## src/rtl/pulse_transmitter_pkg.sv

```systemverilog
// Shared definitions for the pulse transmitter: symbol word layout, duration floor
// and the sequencer state encoding.
package pulse_transmitter_pkg;

    // Symbol word is {level, prescaler_sel, duration}; level/psel indices are offsets above
    // the duration field, i.e. bit TIMER_WIDTH + SYM_*_BIT of the word.
    localparam int unsigned SYM_DUR_LSB   = 0;
    localparam int unsigned SYM_PSEL_BIT  = 0;
    localparam int unsigned SYM_LEVEL_BIT = 1;

    localparam int unsigned MIN_DURATION = 2;

    typedef enum logic [2:0] {
        IDLE,
        FETCH,
        ARM,
        RUN,
        DRAIN
    } seq_state_e;

endpackage

```

## src/rtl/pulse_transmitter_symbol_prefetch.sv

```systemverilog
// Symbol read sequencing: address and loop counters plus a one-entry buffer holding
// the next symbol and whether it is the final one of the program.
module pulse_transmitter_symbol_prefetch
    import pulse_transmitter_pkg::*;
#(
    parameter int unsigned TIMER_WIDTH = 8,
    parameter int unsigned ADDR_WIDTH  = 5,
    parameter int unsigned LOOP_WIDTH  = 8
) (
    input  logic                   clk,
    input  logic                   sys_rst_n,
    input  logic                   restart,
    input  logic                   advance,
    input  logic [ADDR_WIDTH-1:0]  cfg_end_addr,
    input  logic [LOOP_WIDTH-1:0]  cfg_loop_count,
    input  logic                   cfg_loop_forever,
    output logic                   mem_rd_en,
    output logic [ADDR_WIDTH-1:0]  mem_addr,
    input  logic [TIMER_WIDTH+1:0] mem_data,
    output logic                   rdata_last,
    output logic [TIMER_WIDTH+1:0] buf_data,
    output logic                   buf_last
);

    logic [ADDR_WIDTH-1:0]  addr_q, addr_d;
    logic [LOOP_WIDTH-1:0]  loop_q, loop_d;
    logic                   fetch_done_q, fetch_done_d;
    logic                   pend_q, pend_last_q, pend_last_d;
    logic [TIMER_WIDTH+1:0] buf_q, buf_d;
    logic                   buf_last_q, buf_last_d;

    logic [ADDR_WIDTH-1:0]  rd_addr;
    logic [LOOP_WIDTH-1:0]  loop_cur;
    logic                   wrap;
    logic                   final_rd;

    always_comb begin
        rd_addr   = restart ? '0 : addr_q;
        loop_cur  = restart ? cfg_loop_count : loop_q;
        // Once the final symbol has been read, further advance requests are ignored.
        mem_rd_en = restart | (advance & ~fetch_done_q);
        wrap      = (rd_addr == cfg_end_addr);
        final_rd  = wrap & ~cfg_loop_forever & (loop_cur == '0);

        addr_d       = addr_q;
        loop_d       = loop_q;
        fetch_done_d = fetch_done_q;
        pend_last_d  = 1'b0;
        if (mem_rd_en) begin
            addr_d       = wrap ? '0 : rd_addr + ADDR_WIDTH'(1);
            loop_d       = (wrap && !cfg_loop_forever && loop_cur != '0)
                           ? loop_cur - LOOP_WIDTH'(1) : loop_cur;
            fetch_done_d = final_rd;
            pend_last_d  = final_rd;
        end

        buf_d      = buf_q;
        buf_last_d = buf_last_q;
        if (pend_q) begin
            buf_d      = mem_data;
            buf_last_d = pend_last_q;
        end
    end

    always_ff @(posedge clk or negedge sys_rst_n) begin
        if (!sys_rst_n) begin
            addr_q       <= '0;
            loop_q       <= '0;
            fetch_done_q <= 1'b0;
            pend_q       <= 1'b0;
            pend_last_q  <= 1'b0;
            buf_q        <= '0;
            buf_last_q   <= 1'b0;
        end else begin
            addr_q       <= addr_d;
            loop_q       <= loop_d;
            fetch_done_q <= fetch_done_d;
            pend_q       <= mem_rd_en;
            pend_last_q  <= pend_last_d;
            buf_q        <= buf_d;
            buf_last_q   <= buf_last_d;
        end
    end

    assign mem_addr   = rd_addr;
    assign rdata_last = pend_last_q;
    assign buf_data   = buf_q;
    assign buf_last   = buf_last_q;

endmodule

```

## src/rtl/pulse_transmitter_symbol_sequencer.sv

```systemverilog
// Plays a symbol program onto tx_out by stepping the external countdown timer one
// symbol per reload pulse, with looping, inversion and an idle level.
module pulse_transmitter_symbol_sequencer
    import pulse_transmitter_pkg::*;
#(
    parameter int unsigned PRESCALER_WIDTH = 16,
    parameter int unsigned TIMER_WIDTH     = 8,
    parameter int unsigned ADDR_WIDTH      = 5,
    parameter int unsigned LOOP_WIDTH      = 8,
    localparam int unsigned PSC_W          = $clog2(PRESCALER_WIDTH + 1)
) (
    input  logic                   clk,
    input  logic                   sys_rst_n,
    input  logic                   start,
    input  logic                   stop,
    input  logic [ADDR_WIDTH-1:0]  cfg_end_addr,
    input  logic [LOOP_WIDTH-1:0]  cfg_loop_count,
    input  logic                   cfg_loop_forever,
    input  logic                   cfg_invert,
    input  logic                   cfg_idle_level,
    input  logic [PSC_W-1:0]       cfg_prescaler_a,
    input  logic [PSC_W-1:0]       cfg_prescaler_b,
    output logic                   mem_rd_en,
    output logic [ADDR_WIDTH-1:0]  mem_addr,
    input  logic [TIMER_WIDTH+1:0] mem_data,
    output logic                   timer_en,
    output logic [PSC_W-1:0]       timer_prescaler,
    output logic [TIMER_WIDTH-1:0] timer_duration,
    input  logic                   timer_pulse,
    output logic                   tx_out,
    output logic                   busy,
    output logic                   done
);

    localparam int unsigned LevelIdx = TIMER_WIDTH + SYM_LEVEL_BIT;
    localparam int unsigned PselIdx  = TIMER_WIDTH + SYM_PSEL_BIT;

    seq_state_e state_q, state_d;

    logic [PSC_W-1:0]       psc_q, psc_d;
    logic [TIMER_WIDTH-1:0] dur_q, dur_d;
    logic                   level_q, level_d;
    logic                   last_q, last_d;
    logic                   timer_en_q, timer_en_d;
    logic                   tx_q, tx_d;
    logic                   busy_q, busy_d;
    logic                   done_q, done_d;

    logic                   restart;
    logic                   advance;
    logic                   rdata_last;
    logic [TIMER_WIDTH+1:0] buf_data;
    logic                   buf_last;
    logic                   load_fields;
    logic [TIMER_WIDTH+1:0] sym;
    logic                   sym_last;
    logic [TIMER_WIDTH-1:0] sym_dur;

    pulse_transmitter_symbol_prefetch #(
        .TIMER_WIDTH (TIMER_WIDTH),
        .ADDR_WIDTH  (ADDR_WIDTH),
        .LOOP_WIDTH  (LOOP_WIDTH)
    ) u_prefetch (
        .clk              (clk),
        .sys_rst_n        (sys_rst_n),
        .restart          (restart),
        .advance          (advance),
        .cfg_end_addr     (cfg_end_addr),
        .cfg_loop_count   (cfg_loop_count),
        .cfg_loop_forever (cfg_loop_forever),
        .mem_rd_en        (mem_rd_en),
        .mem_addr         (mem_addr),
        .mem_data         (mem_data),
        .rdata_last       (rdata_last),
        .buf_data         (buf_data),
        .buf_last         (buf_last)
    );

    always_comb begin
        state_d     = state_q;
        timer_en_d  = timer_en_q;
        tx_d        = tx_q;
        busy_d      = busy_q;
        done_d      = 1'b0;
        restart     = 1'b0;
        advance     = 1'b0;
        load_fields = 1'b0;

        unique case (state_q)
            IDLE: begin
                tx_d = cfg_idle_level;
                if (start && !stop) begin
                    restart = 1'b1;
                    busy_d  = 1'b1;
                    state_d = FETCH;
                end
            end
            FETCH: begin
                load_fields = 1'b1;
                advance     = 1'b1;
                state_d     = ARM;
            end
            ARM: begin
                timer_en_d = 1'b1;
                state_d    = RUN;
            end
            RUN: begin
                if (timer_pulse) begin
                    tx_d = level_q ^ cfg_invert;
                    if (last_q) begin
                        state_d = DRAIN;
                    end else begin
                        load_fields = 1'b1;
                        advance     = 1'b1;
                    end
                end
            end
            DRAIN: begin
                if (timer_pulse) begin
                    timer_en_d = 1'b0;
                    tx_d       = cfg_idle_level;
                    busy_d     = 1'b0;
                    done_d     = 1'b1;
                    state_d    = IDLE;
                end
            end
            default: state_d = IDLE;
        endcase

        // Abort overrides everything, including a coincident timer pulse.
        if (stop && state_q != IDLE) begin
            timer_en_d  = 1'b0;
            tx_d        = cfg_idle_level;
            busy_d      = 1'b0;
            done_d      = 1'b1;
            advance     = 1'b0;
            load_fields = 1'b0;
            state_d     = IDLE;
        end
    end

    // Symbol 0 comes straight from memory; later symbols come from the prefetch buffer.
    always_comb begin
        sym      = (state_q == FETCH) ? mem_data : buf_data;
        sym_last = (state_q == FETCH) ? rdata_last : buf_last;
        sym_dur  = sym[SYM_DUR_LSB +: TIMER_WIDTH];

        psc_d   = psc_q;
        dur_d   = dur_q;
        level_d = level_q;
        last_d  = last_q;
        if (load_fields) begin
            psc_d   = sym[PselIdx] ? cfg_prescaler_b : cfg_prescaler_a;
            // Short durations are floored so the fields settle before the next reload.
            dur_d   = (sym_dur < TIMER_WIDTH'(MIN_DURATION)) ? TIMER_WIDTH'(MIN_DURATION)
                                                              : sym_dur;
            level_d = sym[LevelIdx];
            last_d  = sym_last;
        end
    end

    always_ff @(posedge clk or negedge sys_rst_n) begin
        if (!sys_rst_n) begin
            state_q    <= IDLE;
            psc_q      <= '0;
            dur_q      <= '0;
            level_q    <= 1'b0;
            last_q     <= 1'b0;
            timer_en_q <= 1'b0;
            tx_q       <= 1'b0;
            busy_q     <= 1'b0;
            done_q     <= 1'b0;
        end else begin
            state_q    <= state_d;
            psc_q      <= psc_d;
            dur_q      <= dur_d;
            level_q    <= level_d;
            last_q     <= last_d;
            timer_en_q <= timer_en_d;
            tx_q       <= tx_d;
            busy_q     <= busy_d;
            done_q     <= done_d;
        end
    end

    assign timer_en        = timer_en_q;
    assign timer_prescaler = psc_q;
    assign timer_duration  = dur_q;
    assign tx_out          = tx_q;
    assign busy            = busy_q;
    assign done            = done_q;

endmodule

```

## config.mk

```make
export PLATFORM = sky130hd
export DESIGN_NAME = pulse_transmitter_symbol_sequencer
export DESIGN_NICKNAME = d
export VERILOG_FILES = /design/src/rtl/pulse_transmitter_pkg.sv /design/src/rtl/pulse_transmitter_symbol_prefetch.sv /design/src/rtl/pulse_transmitter_symbol_sequencer.sv
export SDC_FILE = /design/constraint.sdc
export NUM_CORES = 1
export LEC_CHECK = 0
export CORE_MARGIN = 2
export CORE_UTILIZATION = 33
export DETAILED_ROUTE_END_ITERATION = 16
export PLACE_DENSITY = 0.65
export SLEW_MARGIN = 10
export SYNTH_ARGS = -nofsm -noshare
export SYNTH_HDL_FRONTEND = slang
export SYNTH_SLANG_ARGS = --single-unit
```

## constraint.sdc

```tcl
create_clock -name clk -period 5.95 [get_ports clk]
set_input_delay 0.8925 -clock clk [delete_from_list [all_inputs] [get_ports clk]]
set_output_delay 0.8925 -clock clk [all_outputs]
set_load 0.01 [all_outputs]
```

# Yosys cells after proc, flatten, opt, wreduce, memory -nomap -nowiden
# Index checks and enable logic that the tools add are counted.
# op_classes
addsub	2
mul	0
div_mod_pow	0
n_lt_le_gt_ge	1
n_eq_ne	9
n_shift	0
mux	34
bitwise	7
reduce_logical	17
# op_table
operator	count
two-way mux 8 bit	3
two-way mux 1 bit	17
two-way mux 3 bit	5
two-way mux 5 bit	3
case mux 3 bit (5 select lines)	1
inequality test 3 bit, second input constant	4
two-way mux 10 bit	1
nonzero test 3 bit	3
zero test 8 bit	1
less-than comparator 8 x 2 -> 1 bit, second input constant	1
nonzero test 8 bit	1
subtractor 8 x 1 -> 8 bit, second input constant	1
equality test 3 x 2 -> 1 bit, second input constant	2
case mux 1 bit (2 select lines)	3
AND reduction 3 bit	2
adder 5 x 1 -> 5 bit, second input constant	1
equality test 5 bit	1
logical AND 1 bit	4
AND reduction 4 bit	1
nonzero test 4 bit	1
bitwise AND 1 bit	3
equality test 3 x 1 -> 1 bit, second input constant	1
equality test 3 bit, second input constant	1
zero test 3 bit	1
other kinds (6)	8
# word_totals
regBits	49
latchBits	0
mem_bits_rw	0
rom_bits	0
out_inout_bits	23
n_memories	0

# Logic depth before layout (Yosys ltp)
# logic_depth
word_depth	9
depth_mapped	11

# By module
# A second synthesis with hierarchy kept.
# hier_totals
hier_cells	285
area_unflattened_um2	2882.8
# modules_own_cells
module	n_inst	cells_each	area_per_inst_um2	seq_area_each_um2
pulse_transmitter_symbol_prefetch	1	162	1674.1	675.6
pulse_transmitter_symbol_sequencer	1	123	1208.7	550.5

# Worst setup path before layout
# OpenSTA, ideal clock, no wires.
# synth_path
kind	input to register
start	in stop
end	reg u_prefetch.loop_q[1]
arrival_ns	2.914
t_required_ns	5.873
slack_ns	2.958
cell_stages	10
path_buffers	2
path_cell_list	nor4_4 nand2_1 clkbuf_1 mux2i_1 ha_1 a211o_1 buf_6 nor2_1 mux2_2 a21oi_1
# synth_between
elab_chain_cells	9
# synth_rtl
element	line	source
start, declared	pulse_transmitter_symbol_sequencer.sv:15	input logic stop,
parallel branches: the longest is 9 deep, another holds subtractor 8 x 1 -> 8 bit	--	
end signal, assigned	pulse_transmitter_symbol_prefetch.sv:76	loop_q <= loop_d;
end, declared	pulse_transmitter_symbol_prefetch.sv:26	logic [LOOP_WIDTH-1:0] loop_q, loop_d;
# Parallel ways; which one is timed is not known.
# A chain may end at the register's enable or synchronous reset.

# Final worst setup path
# layout_path
start	in stop
end	out mem_rd_en
# layout_between
elab_chain_cells	5
# layout_rtl
element	line	source
zero test 1 bit	pulse_transmitter_symbol_sequencer.sv:92	if (start && !stop) begin
logical AND 1 bit	pulse_transmitter_symbol_sequencer.sv:92	
two-way mux 1 bit	pulse_transmitter_symbol_sequencer.sv:92	
two-way mux 1 bit	pulse_transmitter_symbol_sequencer.sv:89	unique case (state_q)
OR 1 bit *	pulse_transmitter_symbol_prefetch.sv:41	mem_rd_en = restart | (advance & ~fetch_done_q);
end, declared	pulse_transmitter_symbol_sequencer.sv:23	output logic mem_rd_en,
# Mark *: on every way between the ends. The rest lies on a longest branch, timed or not.

==> results.txt <==
- Status: completed
- Relative to the synthesized area, the layout overhead comes to 27.9%.
- Max Clk Rate: 240 MHz
* Vert. Die Dim: around 97 um
* Switching power total: 0.654 mW
- Pwr dens: 457 nW/um2
- Biggest area consumer among synthesized cells: sky130_fd_sc_hd__dfrtp_1
- Async set or reset register ratio after synthesis: 1.00
* Sequential power share: 0.386
* Clock tree sinks: 49
- Total wire length after detailed routing: 6380 um
* Die footprint: 9330 um2
- The root buffer cell chosen for the clock tree is sky130_fd_sc_hd__clkbuf_8.
- The finished layout holds 450 standard cells, fillers aside.
- # hold bufs at CTS: 0
- Number of enable-type register cells in the synthesized netlist: 0
* Placed standard-cell area: 3520 um2
- Fin Setup TNS: 0 ns
- Net count reported at finish: 388
* Share of final-layout standard cells stronger than drive strength 1: 0.119
- The slowest stage of the critical path belongs to the cell sky130_fd_sc_hd__clkdlybuf4s50_1.
- The region available for standard cell placement spans 8260 um2.
* Switching share of total power: 0.396
* Net count after synthesis: between 300 and 400
* Post-placement cell count: 442
- Total non-filler cell area in the finished layout: 3620 um2
- Required time reported for the critical path endpoint: between 5 and 6 ns
- Between clock sinks in the finished design, the worst skew comes to 0.0149 ns.
- Buffers added to address setup during post-CTS repair amount to 0.
- The final route contains approximately 2.3k vias.
- Type of element launching the critical path: primary input
- Port Buf Inserts: 63
* RSZ-0062 raised after global routing: false
- Proportion of netlist area held by the largest area contributor: 0.433
* Reg2Reg Launch Point: state_q[2]
* Yosys cell types: 51
- The worst path in the final design needs a cycle of ~4.2 ns, including I/O delays and setup.
- CTS tree: done
- Final antenna-violating net count: 0
- The repair_antennas step left the layout with diodes totalling 0.
* Clock latency at the later pin of the worst-skew pair: 0.31 ns
* # rows: 33
- The floorplan step set the die width to 96.6 um.
- Total routing resource utilization after global routing: 0.148
- The startpoint identified for the worst hold timing path is u_prefetch.loop_q[4].
- Each instance of the synthesized netlist takes up on average 9.86 um2.
- Cell depth of the worst min-delay path: 1
- The filler cells instantiated in the layout total approximately 790.
- Static leakage: 1.39 nW
- Share of the yosys chip area belonging to registers: 0.433
* Setup-violating endpoint count in the final report: 0
- Final weighted congestion in routability-driven placement: around 0.8
* Max_slew headroom: 0.542
* Internal power: roughly 1 mW
* GR Overflow Total: 0
* Average wire length per cell after detail routing: about 14 um
* Number of instances in the synthesized netlist: ~290
* Number of buffers between clock root and the deepest sink: 2
- For this block, wires on met1 add up to 2910 um.
- The total count of hold-check failures in the final report is 0.
* Final Power: ~1.7 mW
- Uppermost routed layer: met4
* Worst hold path class: flop to flop
- TritonCTS Buffers: 5
* 1st-iter DRT viols: 102
* Depth of the worst register-to-register path: 8
* Yosys warning count: 0
- The first global-routing pass estimated 10800 um of wire.
- Number of buffers and inverters on the critical path: 4
* Levels on crit path: 8
- The max-slew violation total from the final report was 0.
- Data arrives at the worst endpoint at ~3.3 ns.
- For the pin with the worst max-slew slack, the measured transition is 0.668 ns.
- Part of the total power dissipated in combinational logic: 0.492
- The path with the worst hold slack has its endpoint at u_prefetch.loop_q[4].
- Entering global routing, the biggest net connects 50 pins.
* Initial antenna violation count: 0
- After clock tree synthesis, the repair step resized 0 gates.
* Most frequently used flop master after synthesis: sky130_fd_sc_hd__dfrtp_1
* Wire length on met2: 3140 um
- The worst setup path is captured at a primary output.
* Pre-antenna DRT Iters: 4
* Terminus of the critical flop-to-flop path: u_prefetch.loop_q[4]
- For this configuration, the core starts out at a cell density of 0.343.
- VDD IR-drop max: 0.166 mV
- After clock tree synthesis, the clock-pin slew on the worst setup and hold paths is 0.09 ns.
- Of all nets on the critical path, the largest fanout is 32.
- The tool flagged a number of max-cap violations equal to 0.
- During I/O placement, the number of pins put on the boundary was 64.
- In this design, the stage delay of the slowest critical-path cell is about 0.6 ns.
- WL met3: 235 um
- Placed wire-length estimate: 4650 um
- After synthesis the netlist holds a flip-flop and latch count of 49.
* Family of cells with the greatest summed delay on the critical path: buffers and inverters
* Worst reg-to-reg setup slack: 2.74 ns
- H-tree levels: 2
- Final hold slack: 0.491 ns
* DRC violation count after routing: 0
- After detailed routing, the number of vias per cell comes to just over 5.
- The setup path with the least slack is of type primary input to primary output.
- Post-route fraction of the period consumed by the critical path: 0.702
* Top cells by area, synth: sky130_fd_sc_hd__dfrtp_1 (43%), sky130_fd_sc_hd__mux2i_1 (7.4%), sky130_fd_sc_hd__mux2_2 (6.0%)
- Vias in the first global route: ~2.3k
* Cell-by-cell trace of the critical path: clkdlybuf4s50_1 > nor2_1 > and3_1 > buf_4 > nor2b_1 > nor2_1 > inv_1 > clkdlybuf4s50_1
- Clock network fraction of total power: 0.122
- In this run the cell area of the synthesized design comes to 2830 um2.
logic make-up after synthesis:
logic type / share of synthesized area
AOI/OAI and AO/OA: 0.139
buffers and inverters: 0.0429
DFF: 0.433
muxes: 0.134
adders and majority gates: 0.0133
xor gates and xnor gates: 0.0402
and+or+nand+nor: 0.197
through the flow:
stage / worst slack, ns / utilization
6_report: 1.78 / 0.438
3_3_place_gp: 1.83 / 0.427
2_1_floorplan: 2.96 / -
4_1_cts: 1.77 / 0.438
3_5_place_dp: 1.80 / 0.427
5_1_grt: 1.56 / 0.438
state kept, by name, summed over array words and instances, names as in the netlist:
| signal | flops |
|---|---|
| u_prefetch.fetch_done_q | 1 |
| busy | 1 |
| level_q | 1 |
| timer_prescaler | 5 |
| tx_out | 1 |
| u_prefetch.pend_q | 1 |
| u_prefetch.addr_q | 5 |
| u_prefetch.rdata_last | 1 |
| done | 1 |
| timer_duration | 8 |
| timer_en | 1 |
| u_prefetch.loop_q | 8 |
| u_prefetch.buf_last | 1 |
| last_q | 1 |
| u_prefetch.buf_data | 10 |
| state_q | 3 |
cells in the final DEF (no fill, tap or decap), types with 3 or more instances in the layout:
cell / count
sky130_fd_sc_hd__clkdlybuf4s50_1: 62
sky130_fd_sc_hd__and2_1: 6
sky130_fd_sc_hd__nor4_1: 4
sky130_fd_sc_hd__clkbuf_8: 5
sky130_fd_sc_hd__nor3_1: 11
sky130_fd_sc_hd__nor2b_1: 3
sky130_fd_sc_hd__inv_1: 8
sky130_fd_sc_hd__nor4_2: 4
sky130_fd_sc_hd__nand2_1: 17
sky130_fd_sc_hd__o31ai_1: 3
sky130_fd_sc_hd__a21oi_1: 28
sky130_fd_sc_hd__a211oi_1: 3
sky130_fd_sc_hd__mux2_2: 15
sky130_fd_sc_hd__nand3_1: 6
sky130_fd_sc_hd__o22ai_1: 3
sky130_fd_sc_hd__dfrtp_1: 49
sky130_fd_sc_hd__nor2_1: 30
sky130_fd_sc_hd__or3_1: 4
sky130_fd_sc_hd__xnor2_1: 12
sky130_fd_sc_hd__mux2i_1: 21
sky130_fd_sc_hd__ha_1: 3
sky130_fd_sc_hd__buf_4: 4
sky130_fd_sc_hd__o21ai_0: 7
metal layers:
| layer | vias up | global-route usage |
|---|---|---|
| li1 | 1154 | - |
| met1 | 1122 | 0.199 |
| met2 | 44 | 0.242 |
| met3 | 8 | 0.0248 |
| met4 | 0 | 0.0505 |
| met5 | - | 0 |
cell usage after synthesis (2+ instances only):
master,number
sky130_fd_sc_hd__or2_2,2
sky130_fd_sc_hd__o22ai_1,3
sky130_fd_sc_hd__o31ai_1,3
sky130_fd_sc_hd__clkbuf_1,9
sky130_fd_sc_hd__or3_1,4
sky130_fd_sc_hd__o21ai_0,7
sky130_fd_sc_hd__ha_1,3
sky130_fd_sc_hd__nor4_2,4
sky130_fd_sc_hd__mux2i_1,21
sky130_fd_sc_hd__nor3b_1,2
sky130_fd_sc_hd__nor2b_1,3
sky130_fd_sc_hd__a22oi_1,2
sky130_fd_sc_hd__a21oi_1,28
sky130_fd_sc_hd__nand4_1,2
sky130_fd_sc_hd__nand2_1,17
sky130_fd_sc_hd__inv_1,8
sky130_fd_sc_hd__a211oi_1,3
sky130_fd_sc_hd__mux2_2,15
sky130_fd_sc_hd__dfrtp_1,49
sky130_fd_sc_hd__nand2b_1,2
sky130_fd_sc_hd__xnor2_1,12
sky130_fd_sc_hd__nor3_1,11
sky130_fd_sc_hd__buf_4,2
sky130_fd_sc_hd__buf_6,3
sky130_fd_sc_hd__a221oi_2,2
sky130_fd_sc_hd__o211ai_1,2
sky130_fd_sc_hd__nor3_2,2
sky130_fd_sc_hd__nor4_1,4
sky130_fd_sc_hd__and2_1,6
sky130_fd_sc_hd__nor2_1,30
sky130_fd_sc_hd__nand3_1,6
cell type report:
class,count,area [um2],area share
Multi-Input combinational cell,214,1490,0.411
Sequential cell,49,1230,0.339
Timing Repair Buffer,66,651,0.180
Tap cell,105,131,0.0363
Clock buffer,5,68.8,0.0190
Inverter,8,30.0,0.00830
Clock inverter,3,25.0,0.00692
power groups by stage:
stage / clock (mW) / sequential (mW) / combinational [mW]
after detailed placement: 0 / 0.645 / 0.818
after CTS: 0.212 / 0.639 / 0.822
after global placement: 0 / 0.640 / 0.805
after floorplan: 0 / 0.607 / 0.554
after global routing: 0.227 / 0.664 / 0.908
final: 0.202 / 0.637 / 0.813
worst reg2reg max path: cells and delay by family, from the launching register on:
| kind | cells | cell delay [ns] |
|---|---|---|
| AO/OA/AOI/OAI | 3 | 0.80 |
| adder cells (fa/ha/maj) | 1 | 0.24 |
| flip-flops | 1 | 0.52 |
| multiplexers | 1 | 0.27 |
| AND/OR/NAND/NOR | 3 | 1.32 |
how the worst max path moves through the flow:
stage	start	endpoint	slack, ns
6_report	stop	mem_rd_en	1.78
5_1_grt	stop	mem_rd_en	1.56
4_1_cts	stop	mem_rd_en	1.77
3_5_place_dp	stop	mem_rd_en	1.80
3_3_place_gp	stop	mem_rd_en	1.83
2_1_floorplan	stop	u_prefetch.loop_q[1]	2.96
Power figures use the tool's default switching activity.
